File: config.mk
export PLATFORM = sky130hd
export DESIGN_NAME = apb_timer_regs
export DESIGN_NICKNAME = d
export VERILOG_FILES = /design/src/rtl/apb_timer_regs.sv
export SDC_FILE = /design/constraint.sdc
export NUM_CORES = 1
export LEC_CHECK = 0
export ABC_AREA = 0
export BUFFER_PORTS_ARGS = -buffer_cell sky130_fd_sc_hd__buf_2
export CAP_MARGIN = 20
export CORE_MARGIN = 1.5
export CORE_UTILIZATION = 45
export DETAILED_ROUTE_END_ITERATION = 8
export PLACE_DENSITY = 0.71
export SLEW_MARGIN = 20
export SYNTH_ARGS = -nofsm -noshare
export SYNTH_HDL_FRONTEND = slang
export SYNTH_SLANG_ARGS = --single-unit
File: constraint.sdc
create_clock -name pclk -period 5.6 [get_ports pclk]
set_input_delay 0.84 -clock pclk [delete_from_list [all_inputs] [get_ports pclk]]
set_output_delay 0.84 -clock pclk [all_outputs]
set_load 0.01 [all_outputs]
File: src/rtl/apb_timer_regs.sv
// apb_timer_regs
// ---------------------------------------------------------------------------
// APB completer holding the timer register file, the 64-bit up-counter, its
// prescaler and the compare interrupt.
//
// Ports
//   pclk, preset        clock (rising edge) and asynchronous active-high reset
//   psel, penable,      APB request: select, access-phase flag, direction,
//   pwrite, paddr,      byte address (only [ADDR_W-1:0] decoded, word aligned)
//   pwdata              and write data
//   prdata              read data, nonzero only while pready is high on a read
//   pready              transfer completion
//   pslverr             unmapped-offset error, only while pready is high
//   tim_int             level interrupt, registered TISR[0] & TIER[0]
//   dbg_state_o         bus FSM state, for observation only
//
// Build option
//   APB_WAIT_STATE_EN   when defined, every transfer has one wait cycle and
//                       read data is sampled at the end of that wait cycle.
//
// Handshake: a transfer is a setup cycle (psel & !penable) followed by access
// cycles (psel & penable). The transfer completes, and a write commits, in the
// access cycle where pready is high. Inputs must be held stable until then.
// ---------------------------------------------------------------------------
module apb_timer_regs #(
    parameter int ADDR_W = 12
) (
    input  logic        pclk,
    input  logic        preset,
    input  logic        psel,
    input  logic        penable,
    input  logic        pwrite,
    input  logic [31:0] paddr,
    input  logic [31:0] pwdata,
    output logic [31:0] prdata,
    output logic        pready,
    output logic        pslverr,
    output logic        tim_int,
    output logic [1:0]  dbg_state_o
);

    // state_q names the bus phase completed in the previous cycle:
    // ST_SETUP  -> the current cycle is the first access cycle,
    // ST_ACCESS -> the wait cycle is over (only reachable with a wait state).
    typedef enum logic [1:0] {
        ST_IDLE   = 2'd0,
        ST_SETUP  = 2'd1,
        ST_ACCESS = 2'd2
    } state_t;

    state_t state_q, state_d;

    logic        timer_en_q, timer_en_d;
    logic        div_en_q,   div_en_d;
    logic [3:0]  div_val_q,  div_val_d;
    logic [63:0] cnt_q,      cnt_d;
    logic [63:0] cmp_q,      cmp_d;
    logic        int_en_q,   int_en_d;
    logic        int_st_q,   int_st_d;
    logic        tim_int_q;
    logic [7:0]  psc_q,      psc_d;

    logic [ADDR_W-1:0] off;
    logic sel_tcr, sel_tdr0, sel_tdr1, sel_cmp0, sel_cmp1, sel_tier, sel_tisr;
    logic addr_hit;
    logic [31:0] rd_mux;
    logic wr_en;
    logic tick, match;
    logic [3:0] div_eff;
    logic [7:0] psc_lim;

    // Upper address bits are intentionally ignored.
    logic unused_paddr;
    assign unused_paddr = ^paddr[31:ADDR_W];

    assign off = paddr[ADDR_W-1:0];

    // ---------------- address decode and read mux ----------------
    always_comb begin
        sel_tcr  = (off == ADDR_W'('h000));
        sel_tdr0 = (off == ADDR_W'('h004));
        sel_tdr1 = (off == ADDR_W'('h008));
        sel_cmp0 = (off == ADDR_W'('h00C));
        sel_cmp1 = (off == ADDR_W'('h010));
        sel_tier = (off == ADDR_W'('h014));
        sel_tisr = (off == ADDR_W'('h018));
        addr_hit = sel_tcr | sel_tdr0 | sel_tdr1 | sel_cmp0 | sel_cmp1 | sel_tier | sel_tisr;
        rd_mux   = '0;
        if (sel_tcr)  rd_mux = {20'd0, div_val_q, 6'd0, div_en_q, timer_en_q};
        if (sel_tdr0) rd_mux = cnt_q[31:0];
        if (sel_tdr1) rd_mux = cnt_q[63:32];
        if (sel_cmp0) rd_mux = cmp_q[31:0];
        if (sel_cmp1) rd_mux = cmp_q[63:32];
        if (sel_tier) rd_mux = {31'd0, int_en_q};
        if (sel_tisr) rd_mux = {31'd0, int_st_q};
    end

    // ---------------- bus FSM next state ----------------
    always_comb begin
        state_d = state_q;
        if (!psel) begin
            state_d = ST_IDLE;
        end else if (!penable) begin
            state_d = ST_SETUP;
        end else begin
            case (state_q)
`ifdef APB_WAIT_STATE_EN
                ST_SETUP:  state_d = ST_ACCESS;
`else
                ST_SETUP:  state_d = ST_IDLE;
`endif
                ST_ACCESS: state_d = ST_IDLE;
                default:   state_d = ST_IDLE;
            endcase
        end
    end

`ifdef APB_WAIT_STATE_EN
    logic [31:0] rdata_q;

    assign pready = psel & penable & (state_q == ST_ACCESS);
    assign prdata = (pready & ~pwrite) ? rdata_q : 32'd0;

    // Read data is captured at the end of the wait cycle.
    always_ff @(posedge pclk or posedge preset) begin
        if (preset) begin
            rdata_q <= '0;
        end else if (psel && penable && state_q == ST_SETUP) begin
            rdata_q <= rd_mux;
        end
    end
`else
    assign pready = psel & penable & (state_q == ST_SETUP);
    assign prdata = (pready & ~pwrite) ? rd_mux : 32'd0;
`endif

    assign pslverr     = pready & ~addr_hit;
    assign wr_en       = psel & penable & pwrite & pready;
    assign tim_int     = tim_int_q;
    assign dbg_state_o = state_q;

    // ---------------- register, prescaler, counter next state ----------------
    always_comb begin
        timer_en_d = timer_en_q;
        div_en_d   = div_en_q;
        div_val_d  = div_val_q;
        cmp_d      = cmp_q;
        int_en_d   = int_en_q;

        if (wr_en && sel_tcr) begin
            timer_en_d = pwdata[0];
            div_en_d   = pwdata[1];
            div_val_d  = pwdata[11:8];
        end
        if (wr_en && sel_cmp0) cmp_d[31:0]  = pwdata;
        if (wr_en && sel_cmp1) cmp_d[63:32] = pwdata;
        if (wr_en && sel_tier) int_en_d     = pwdata[0];

        // Prescaler counts 0 .. 2^div_val-1; divisors above 256 saturate.
        div_eff = (div_val_q > 4'd8) ? 4'd8 : div_val_q;
        psc_lim = 8'((9'd1 << div_eff) - 9'd1);
        tick    = !div_en_q || (psc_q == psc_lim);

        if (!timer_en_q || !div_en_q || (wr_en && sel_tcr) || tick) begin
            psc_d = '0;
        end else begin
            psc_d = psc_q + 8'd1;
        end

        // A TDR write overrides the increment; the other half keeps its old value.
        cnt_d = cnt_q;
        if (timer_en_q && tick) cnt_d = cnt_q + 64'd1;
        if (wr_en && sel_tdr0)  cnt_d = {cnt_q[63:32], pwdata};
        if (wr_en && sel_tdr1)  cnt_d = {pwdata, cnt_q[31:0]};

        // Set beats a same-cycle write-1-to-clear.
        match    = (cnt_q == cmp_q);
        int_st_d = int_st_q;
        if (wr_en && sel_tisr && pwdata[0]) int_st_d = 1'b0;
        if (match)                          int_st_d = 1'b1;
    end

    always_ff @(posedge pclk or posedge preset) begin
        if (preset) begin
            state_q    <= ST_IDLE;
            timer_en_q <= 1'b0;
            div_en_q   <= 1'b0;
            div_val_q  <= 4'd1;
            cnt_q      <= '0;
            cmp_q      <= '1;
            int_en_q   <= 1'b0;
            int_st_q   <= 1'b0;
            tim_int_q  <= 1'b0;
            psc_q      <= '0;
        end else begin
            state_q    <= state_d;
            timer_en_q <= timer_en_d;
            div_en_q   <= div_en_d;
            div_val_q  <= div_val_d;
            cnt_q      <= cnt_d;
            cmp_q      <= cmp_d;
            int_en_q   <= int_en_d;
            int_st_q   <= int_st_d;
            tim_int_q  <= int_st_d & int_en_d;
            psc_q      <= psc_d;
        end
    end

endmodule

==> results.ini <==
[synth]
synthArstFlopShare_pct=100.0
ys.flop_type=dfrtp_1
ys_warn_count=0
syn-cell-area_um2=9233
syn_nets=1089
ys_types=70
synthAdderAreaFrac_pct=0.4066
yosys-top-cells-area=dfrtp_1 22%, dfstp_2 18%, mux2_2 8.4%
yosys.area.top_type_share_pct=21.95
synthesis.instances=1017
yosys-mux-area-fraction_pct=8.524
synth_top_family_by_area=compound AO/OA/AOI/OAI gates
synth_xor_area_share_pct=7.305
synth_compound_area_share_pct=21.24
synth-edff-count=0
yosys.area_share.simple_pct=17.66
synth_area_leader_cell=dfrtp_1
ys_seq_area_share_pct=40.45
postSynthAreaPerCell_um2=9.078
ys_ff_latch=146

[sta]
relSlewSlack_pct=29.05
drv_slew=0
skew_ns=0.01281
period_minus_slack_ns=3.989
max_freq_ghz=0.2507
grt_setup_unrepaired=no
fin_crit_sh_pct=71.23
worst_pin_slew_ns=1.057
hold_slack_ns=0.5262
finalHoldViolCount=0
setup-violations-final=0
finalSetupTns_ns=0

[global_routing]
grt.overflow.total=0
use_met2_pct=42.68
grt_start_max_net_pins=98
grt_most_used_layer=met2
antenna_found_initial=0
grt_first_pass_wirelength_um=46290
use_met3_pct=6.125
first_global_vias=7997
grt_use_met1_pct=38.74
grtUsageTotal_pct=27.85

[clock_network]
post_cts_buffers=0
cts_resized=0
clock_latency_ns=0.45
root_buffer=clkbuf_16
cts_hold_buffers=0
cts_buffer_depth=2
cts.sinks=146
cts_buffers=17
htreeDepth=4
cts_tree=done
path_clk_slew_ns=0.06

[floorplan]
die_area_um2=21380
ios=106
die_h_um=146.2
rows=52
initial_core_util_pct=45.78
coreArea_um2=20170
die-width_um=146.2

[placement]
place_inst=1302
gp_congestion=0.9392
port_buffers=84
dp_hpwl_um=19570

[finish]
ff_latch_area_um2=3735
fillers=1860
nets=1123
multi_input_area_um2=5149
syn_to_final_growth_pct=13.25
final_cell_mix=86 x nand2_1, 84 x buf_2, 81 x dfrtp_1
layout_commonest_cell=nand2_1
drive_gt1_share_pct=27.54
diodes=0
final_cells=1334

[setup_path]
crit_type=in2out
crit_path_end_kind=output pin
cp_data_arrival_time_ns=3.15
crit_path_start_kind=primary input
cp_slowest_stage_delay_ns=0.46
cp_slowest_cell=buf_4
critPathRequiredTime_ns=4.76
crit_path_cell_trace=buf_2 > nor4_1 > nand3_1 > nor4_2 > buf_4 > a22oi_1 > a211oi_1 > buf_2
critPathMaxFanout=32
crit_top_cell=buf_2

[route]
avgRoutedWirePerCell_um=22.08
wl_um=29450
routed_via_density=6.504
num_vias=8676
ant_nets=0
drt_iter0_markers=966
drc=0
firstDrtPassIters=6

[pwr]
p_per_area_nw_per_um2=221.5
p_leak_nw=4.059
total_power_mw=2.316
peakVddDrop_mv=0.2052

[status]
outcome=finished, final reports clean

[min_path]
hp-class=reg2reg

[run]
maxCapViolations=0

[power by group]
group	switching, mW	total, mW	leakage [nW]	internal (mW)
Clock	0.480	1.18	0.296	0.705
Combinational	0.0527	0.0715	2.10	0.0187
Sequential	0.00152	1.06	1.66	1.06
Total	0.534	2.32	4.06	1.78
[cells by family after synthesis]
group | Yosys count
buffers and inverters | 101
multiplexers | 70
AND/OR/NAND/NOR | 317
adder cells (fa/ha/maj) | 3
XOR/XNOR | 77
AO/OA/AOI/OAI | 302
other | 1
flip-flops | 146
[final timing paths]
kind	startpoint	to	slack (ns)	depth (start not counted)
setup reg to reg	cnt_q[0]	cnt_q[62]	1.98	8
hold reg to reg	int_st_q	int_st_q	0.53	2
min in group asynchronous	preset	cnt_q[9]	0.60	2
max in group asynchronous	preset	cnt_q[16]	3.81	3
setup / recovery	paddr[9]	prdata[2]	1.61	8
hold / removal	int_st_q	int_st_q	0.53	2
[state kept, by name, indices dropped and copies added, names as in the netlist]
signal	count
tim_int	1
int_en_q	1
timer_en_q	1
cmp_q	64
psc_q	8
dbg_state_o	1
cnt_q	64
div_en_q	1
int_st_q	1
div_val_q	4
[Yosys cell counts (4+ instances only)]
master	count
nand3_1	46
a31oi_1	4
xnor2_1	73
a21oi_1	76
a311oi_1	6
and2_1	6
nor2b_1	7
nor3_1	20
inv_1	15
nand2b_1	5
dfstp_2	65
nor4_1	14
nand2_1	87
a221o_1	15
o22ai_1	42
a211oi_1	26
or3_1	5
nand4_1	31
dfrtp_1	81
clkbuf_1	73
xor2_1	4
or2_2	5
o21ai_0	54
a21o_1	5
nor2_1	51
buf_2	7
or4_1	8
and3_1	11
mux2_2	69
a22oi_1	37
o31ai_1	9
[critical path, delay by kind of cell]
kind / cells / cell delay [ns]
buf+inv: 3 / 0.77
simple gates: 3 / 0.96
compound gates: 2 / 0.56
[layer usage]
layer / vias to the layer above / wire, um
li1: 3875 / -
met1: 4252 / 12390
met2: 494 / 13540
met3: 55 / 2751
met4: 0 / 774
met5: - / 0
[per-stage QoR]
step / util, % / area, um2 / worst slack (ns)
2_1_floorplan: - / 9233 / 0.9446
6_report: 51.84 / 10460 / 1.611
3_5_place_dp: 48.82 / 9846 / 1.588
5_1_grt: 51.84 / 10460 / 1.349
3_3_place_gp: 48.68 / 9818 / 1.640
4_1_cts: 51.82 / 10450 / 1.634
[final cells by class]
cell class	count	share of cell area (%)
multi-input cells	770	49.24
flip-flops and latches	146	35.72
repair buffers	101	5.433
clock buffers	21	4.595
well taps	270	3.231
clock inverters	11	1.197
inverters	15	0.5863
Note: power is estimated with default switching activity, not from simulation.
